===== src/rtl/demux_14_seq.sv =====
`default_nettype none
// ============================================================================
// Module      : demux_14_seq
// Description : Registered 1-to-4 demultiplexer. Each valid input sample is
//               steered to one of four channel registers. The channel comes
//               from an explicit select (manual mode) or from a round-robin
//               pointer locked to a start-of-frame marker (auto mode). In
//               auto mode, complete 4-sample frames are reassembled and
//               framing errors are flagged.
// Ports       : clk         - system clock, rising edge
//               rst_n       - synchronous active-low reset
//               din         - input sample (W bits)
//               din_valid   - din is valid this cycle
//               sof         - start of frame, marks the channel-0 sample
//               auto_mode   - 1 = framed round-robin, 0 = manual select
//               sel         - manual-mode destination channel
//               ch_out      - channel registers, slice k = ch_out[k*W +: W]
//               ch_valid    - per-channel write pulse
//               frame_out   - last complete frame, slice k = channel-k sample
//               frame_valid - pulse when frame_out is updated
//               err         - framing error pulse
// Revision    : 1.0 - initial release
// ============================================================================
module demux_14_seq #(
    parameter int W = 4
) (
    input  logic           clk,
    input  logic           rst_n,
    input  logic [W-1:0]   din,
    input  logic           din_valid,
    input  logic           sof,
    input  logic           auto_mode,
    input  logic [1:0]     sel,
    output logic [4*W-1:0] ch_out,
    output logic [3:0]     ch_valid,
    output logic [4*W-1:0] frame_out,
    output logic           frame_valid,
    output logic           err
);

    typedef enum logic [0:0] {
        IDLE    = 1'b0,
        COLLECT = 1'b1
    } state_t;

    state_t         state_q, state_d;
    logic [1:0]     ptr_q, ptr_d;
    logic [4*W-1:0] ch_q, ch_d;
    logic [3:0]     chv_q, chv_d;
    logic [4*W-1:0] frame_q, frame_d;
    logic           fv_q, fv_d;
    logic           err_q, err_d;

    always_comb begin
        state_d = state_q;
        ptr_d   = ptr_q;
        ch_d    = ch_q;
        chv_d   = 4'b0000;
        frame_d = frame_q;
        fv_d    = 1'b0;
        err_d   = 1'b0;

        if (!auto_mode) begin
            // Holding the framer idle here means entering auto mode always
            // starts from a clean frame boundary.
            state_d = IDLE;
            ptr_d   = 2'd0;
            if (din_valid) begin
                ch_d[int'(sel)*W +: W] = din;
                chv_d                  = 4'b0001 << sel;
            end
        end else if (din_valid) begin
            case (state_q)
                IDLE: begin
                    if (sof) begin
                        ch_d[0 +: W] = din;
                        chv_d        = 4'b0001;
                        ptr_d        = 2'd1;
                        state_d      = COLLECT;
                    end else begin
                        // Sample outside any frame: drop it and flag it.
                        err_d = 1'b1;
                    end
                end
                COLLECT: begin
                    if (sof) begin
                        // Resync: abandon the partial frame and restart with
                        // this sample as channel 0.
                        err_d        = 1'b1;
                        ch_d[0 +: W] = din;
                        chv_d        = 4'b0001;
                        ptr_d        = 2'd1;
                    end else begin
                        ch_d[int'(ptr_q)*W +: W] = din;
                        chv_d                    = 4'b0001 << ptr_q;
                        if (ptr_q == 2'd3) begin
                            // Channels 0..2 are already registered; the
                            // fourth sample completes the frame directly.
                            frame_d = {din, ch_q[3*W-1:0]};
                            fv_d    = 1'b1;
                            ptr_d   = 2'd0;
                            state_d = IDLE;
                        end else begin
                            ptr_d = ptr_q + 2'd1;
                        end
                    end
                end
                default: begin
                    state_d = IDLE;
                    ptr_d   = 2'd0;
                end
            endcase
        end
    end

    always_ff @(posedge clk) begin
        if (!rst_n) begin
            state_q <= IDLE;
            ptr_q   <= 2'd0;
            ch_q    <= '0;
            chv_q   <= 4'b0000;
            frame_q <= '0;
            fv_q    <= 1'b0;
            err_q   <= 1'b0;
        end else begin
            state_q <= state_d;
            ptr_q   <= ptr_d;
            ch_q    <= ch_d;
            chv_q   <= chv_d;
            frame_q <= frame_d;
            fv_q    <= fv_d;
            err_q   <= err_d;
        end
    end

    assign ch_out      = ch_q;
    assign ch_valid    = chv_q;
    assign frame_out   = frame_q;
    assign frame_valid = fv_q;
    assign err         = err_q;

endmodule
`default_nettype wire


===== config.mk =====
export PLATFORM = sky130hd
export DESIGN_NAME = demux_14_seq
export DESIGN_NICKNAME = d
export VERILOG_FILES = /design/src/rtl/demux_14_seq.sv
export SDC_FILE = /design/constraint.sdc
export NUM_CORES = 1
export LEC_CHECK = 0
export CAP_MARGIN = 20
export CORE_UTILIZATION = 43
export CTS_CLUSTER_DIAMETER = 120
export DETAILED_ROUTE_END_ITERATION = 8
export PLACE_DENSITY = 0.75
export SYNTH_ARGS = -nofsm -noshare
export SYNTH_HDL_FRONTEND = slang
export SYNTH_SLANG_ARGS = --single-unit

===== constraint.sdc =====
create_clock -name clk -period 1.6 [get_ports clk]
set_input_delay 0.16 -clock clk [delete_from_list [all_inputs] [get_ports clk]]
set_output_delay 0.16 -clock clk [all_outputs]
set_load 0.02 [all_outputs]

Word level (Yosys, flattened, before mapping):

Cells that the tools add are included.

* flip-flop bits (word level): 41
* input port bits: 11
* output and inout port bits: 38
* logic and storage cells: 61

* add/sub/neg operators: 3
* equal/unequal tests: 5
* shifts and indexed selects: 6
* muxes and demuxes: 27
* bitwise gates (word level): 5
* reductions and logical operators: 7

Operators by type and width (count)
* $neg 4->33: 2
* $shift 4x33->16 const A: 2
* $shiftx 4x33->16: 2
* $mux 16: 3
* $bwmux 16: 2
* $mux 12: 2
* $mux 4: 6
* $pmux 4 s2: 2
* $shl 1x2->4 const A: 2
* $mux 1: 6
* $mux 2: 3
* $reduce_and 2->1: 3
* $reduce_and 3->1: 2
* $not 1->1: 5
* $reduce_and 5->1: 1
* $reduce_or 5->1: 1
* $ne 2x2->1 const B: 2
* $pmux 1 s2: 2
* $pmux 2 s2: 1
* $ne 3x3->1 const B: 1
* $add 2x1->2 const B: 1
* $eq 2x2->1 const B: 1
* $ne 2x1->1 const B: 1

Depth between registers and ports, before layout:

* word-level depth: 7
* depth in mapped cells: 6

Worst setup path before layout:

OpenSTA, ideal clock, no wires.

* path kind: register to register
* from: reg ptr_q[0]
* to: reg ch_q[13], in the netlist ch_out[13]
* setup time: 61 ps
* data arrival time: 1707 ps
* data required time: 1539 ps
* slack: -168 ps
* cell stages (with the launch flop): 6
* buffers on the path: 0
* period minus slack after synthesis: 1768 ps
* path through: dfxtp_1 inv_1 ha_1 or4_4 a21boi_4 a32o_1

* word-level cells in the longest chain between the ends: 7
* elaborated cells on any way between the ends: 8
* those cells by class: add/sub: 1; shift: 2; mux: 5

RTL lines
* start, declared: RTL line 47 `logic [1:0] ptr_q, ptr_d;`
* start signal, assigned: RTL line 127 `ptr_q <= ptr_d;`
* $neg 4->33 (*): RTL line 94 `ch_d[int'(ptr_q)*W +: W] = din;`
* $shiftx 4x33->16 / $shift 4x33->16 (equally long branches): RTL line 94
* $bwmux 16 (*): RTL line 94
* $mux 12 (*): RTL line 86 `if (sof) begin`
* $mux 12 (*): RTL line 73 `case (state_q)`
* $mux 16 (*): RTL line 72 `end else if (din_valid) begin`
* $mux 16 (*): RTL line 63 `if (!auto_mode) begin`
* end signal, assigned: RTL line 128 `ch_q <= ch_d;`
* end, declared: RTL line 48 `logic [4*W-1:0] ch_q, ch_d;`

Mark *: on every way between the ends. The rest lies on a longest branch, timed or not. The select of a mux whose other input is x is not followed.
A chain may end at the register's enable or synchronous reset.

Worst setup path in the final report:

* from: in auto_mode
* to: reg ch_q[15], in the netlist ch_out[15]

* word-level cells in the longest chain between the ends: 2
* elaborated cells on any way between the ends: 4
* those cells by class: eq/ne: 2; mux: 1; reduce/logical: 1

RTL lines
* start, declared: RTL line 32 `input logic auto_mode,`
* $ne 2x1->1 (no line) / $ne 2x2->1 (equally long branches)
* $reduce_and 3->1 (no line)

Parallel ways exist; a longest one is shown, timed or not.

==> results.md <==
* Status: finished clean
* Fin. Hold Viols at 0
* Max Cap Violations at 0
* Fillers at 355
* DRC at 0
* Initial cell density of the core at 45.0%
* Die area at 0.00448 mm^2
* Via count at 1669
* Crit path max-delay family: buffers and inverters
* Slowest stage cell on the critical path: clkdlybuf4s50_1
* CP endpoint kind: flip-flop
* Clock buffer depth at 2
* Synth async-reset ratio at 0%
* Leak at 1.01 nW
* Number of port buffers at 48
* TritonCTS clock tree: done
* Grt met3 use at 5.48%
* CP Launch Type: primary input
* Post-synthesis cell type count at 32
* First-pass GRT wire length at 7.13 mm
* Die Width at 66.9 um
* Slew Viols, Final at 0
* # setup viols final at 0
* CP Cell Sequence: clkdlybuf4s50_1 -> inv_2 -> or4_4 -> a21boi_4 -> a32o_1
* Core area at 0.00403 mm^2
* Clk_skew at 0.00646 ns
* Routability Congestion at 0.820
* GRT met2 Usage at 34.5%
* Pwr Density at 718 mW/mm^2
* Post-synthesis net count at 227
* Number of global-route vias before repair at 1509
* Hold Crit Class: flip-flop to flip-flop
* Measured slew at the worst slew-check pin at 0.332 ns
* WL/cell at 13.7 um
* Iteration-0 DRC Markers at 183
* DIE HEIGHT at 66.9 um
* Antenna Nets Post-Route at 0
* Worst vdd ir at 0.000348 V
* Setup CP Type: primary input to flip-flop
* CTS buffer count at 5
* Via/cell ratio at 5.22
* CTS clock-pin slew for the worst setup and hold paths at 0.08 ns
* Drt total wl at 4.38 mm
* Num rows at 23
* Syn avg cell area at 9.06 um^2
* FF+latch count, synth at 41
* Post-Synthesis Cells at 200
* Share of cells above drive strength 1 at 17.4%
* Flop-to-flop setup slack at 0.05 ns
* Crit path DAT at 1.79 ns
* Post-synth EDFFs at 0
* Final nets at 296
* DPL Wire Length at 3.23 mm
* Antenna violations before repair at 0
* Commonest non-fill, non-tap cell in the layout: clkdlybuf4s50_1
* CP Max Fanout at 8
* Met1 Resource Use GR at 27.5%
* Post-Route Setup TNS at 0 ns
* Worst-Skew Late Latency at 0.29 ns
* Layout area overhead at 46.1%
* Global Route Usage Sum at 21.7%
* Total power at 1.90 mW
* Worst slew margin at 77.7%
* # diodes at 0
* Unrepaired setup endpoints after global routing: yes
* Fmax at 0.643 GHz
* Clock sinks at 41
* Worst path required time at 1.83 ns
* CP max stage delay at 0.65 ns
* Most frequent cells in the layout: 48 x clkdlybuf4s50_1, 39 x dfxtp_1, 26 x nand2_1
* # IOs at 49
* Yosys warns at 0
* Final Cycle Share at 97.2%
* 1st-pass router iterations at 4
* Top FF cell, synth: dfxtp_1
* Grt ovf at 0
* Critical path buffers and inverters at 2
* Mapped Area at 0.00181 mm^2
* Gr busiest metal: met2
* Fin crit period at 1.56 ns
* H-tree Lvls at 2
* Register area share after synthesis at 45.3%
* Clock root cell: clkbuf_8
* Largest net degree at the start of global routing at 33
-- power by group --
part / switching [mW] / internal, mW
clock: 0.358 / 0.301
sequential: 0.00662 / 1.03
combinational: 0.107 / 0.0988
total: 0.472 / 1.43
-- kinds of logic after synthesis --
family	synth area share (%)
AO/OA/AOI/OAI	18.4
adder cells (fa/ha/maj)	11.0
buffers and inverters	3.59
flip-flops	45.3
AND/OR/NAND/NOR	21.6
-- repair_timing --
action                                  in CTS  in global routing
gates cloned                                 0                  0
buffers inserted                             0                  3
pin swaps                                    0                  6
hold buffers                                 0                  0
endpoints found under the setup margin       9                 10
resized for setup                            3                 10
-- worst register-to-register path, cell delays in order, from the launching register on --
cell	delay [ns]
dfxtp_4	0.38
buf_6	0.11
ha_4	0.13
nand2_2	0.04
or4_4	0.49
a21boi_4	0.21
a32o_1	0.15
-- state kept, by name (all words and copies together) (netlist names) --
signal,count
state_q,1
ch_valid,4
err,1
ch_out,16
frame_out,16
frame_valid,1
ptr_q,2
-- path summary, 6_finish.rpt --
check,startpoint,endpoint,depth (start not counted)
max,auto_mode,ch_out[15],5
min,frame_out[1],frame_out[1],2
max reg2reg,ptr_q[0],ch_out[15],6
min reg2reg,frame_out[1],frame_out[1],2
-- cell usage after synthesis (all sizes together), types with 3 or more instances --
cell type | instances | share of area, %
dfxtp | 41 | 45
nand2 | 27 | 5.6
nand3 | 22 | 6.1
o21ai | 20 | 5.5
ha | 16 | 11
clkbuf | 8 | 1.7
o22ai | 8 | 2.8
a22o | 7 | 3.4
inv | 7 | 1.4
nor2 | 7 | 1.5
a32o | 4 | 2.2
and3 | 4 | 1.4
nor2b | 4 | 1.4
a21oi | 3 | 0.83
a22oi | 3 | 1.2
-- routing by layer --
metal | share of wire (%) | vias to the layer above
li1 | - | 853
met1 | 46 | 758
met2 | 48 | 51
met3 | 5.1 | 7
met4 | 1.2 | 0
met5 | 0 | -
-- area by class of cell --
cell class | count | area, um^2 | share of cell area [%]
flip-flops and latches | 41 | 826 | 31.2
repair buffers | 72 | 681 | 25.7
inverters | 7 | 26.3 | 0.993
multi-input cells | 142 | 965 | 36.5
clock buffers | 5 | 68.8 | 2.60
clock inverters | 3 | 17.5 | 0.662
well taps | 50 | 62.6 | 2.36
-- through the flow --
stage / utilization (%) / worst slack [ns] / hold slack, ns / cells / cell area, um^2
3_5_place_dp: 62.1 / -0.281 / 0.464 / 309 / 2500
5_1_grt: 65.7 / -0.0274 / 0.501 / 320 / 2650
2_1_floorplan: - / 0.0391 / 0.286 / 200 / 1830
4_1_cts: 64.3 / 0.000841 / 0.477 / 317 / 2590
6_report: 65.7 / 0.0447 / 0.471 / 320 / 2650
3_3_place_gp: 62.1 / -0.213 / 0.453 / 309 / 2500
(Power assumes the default switching activity.)
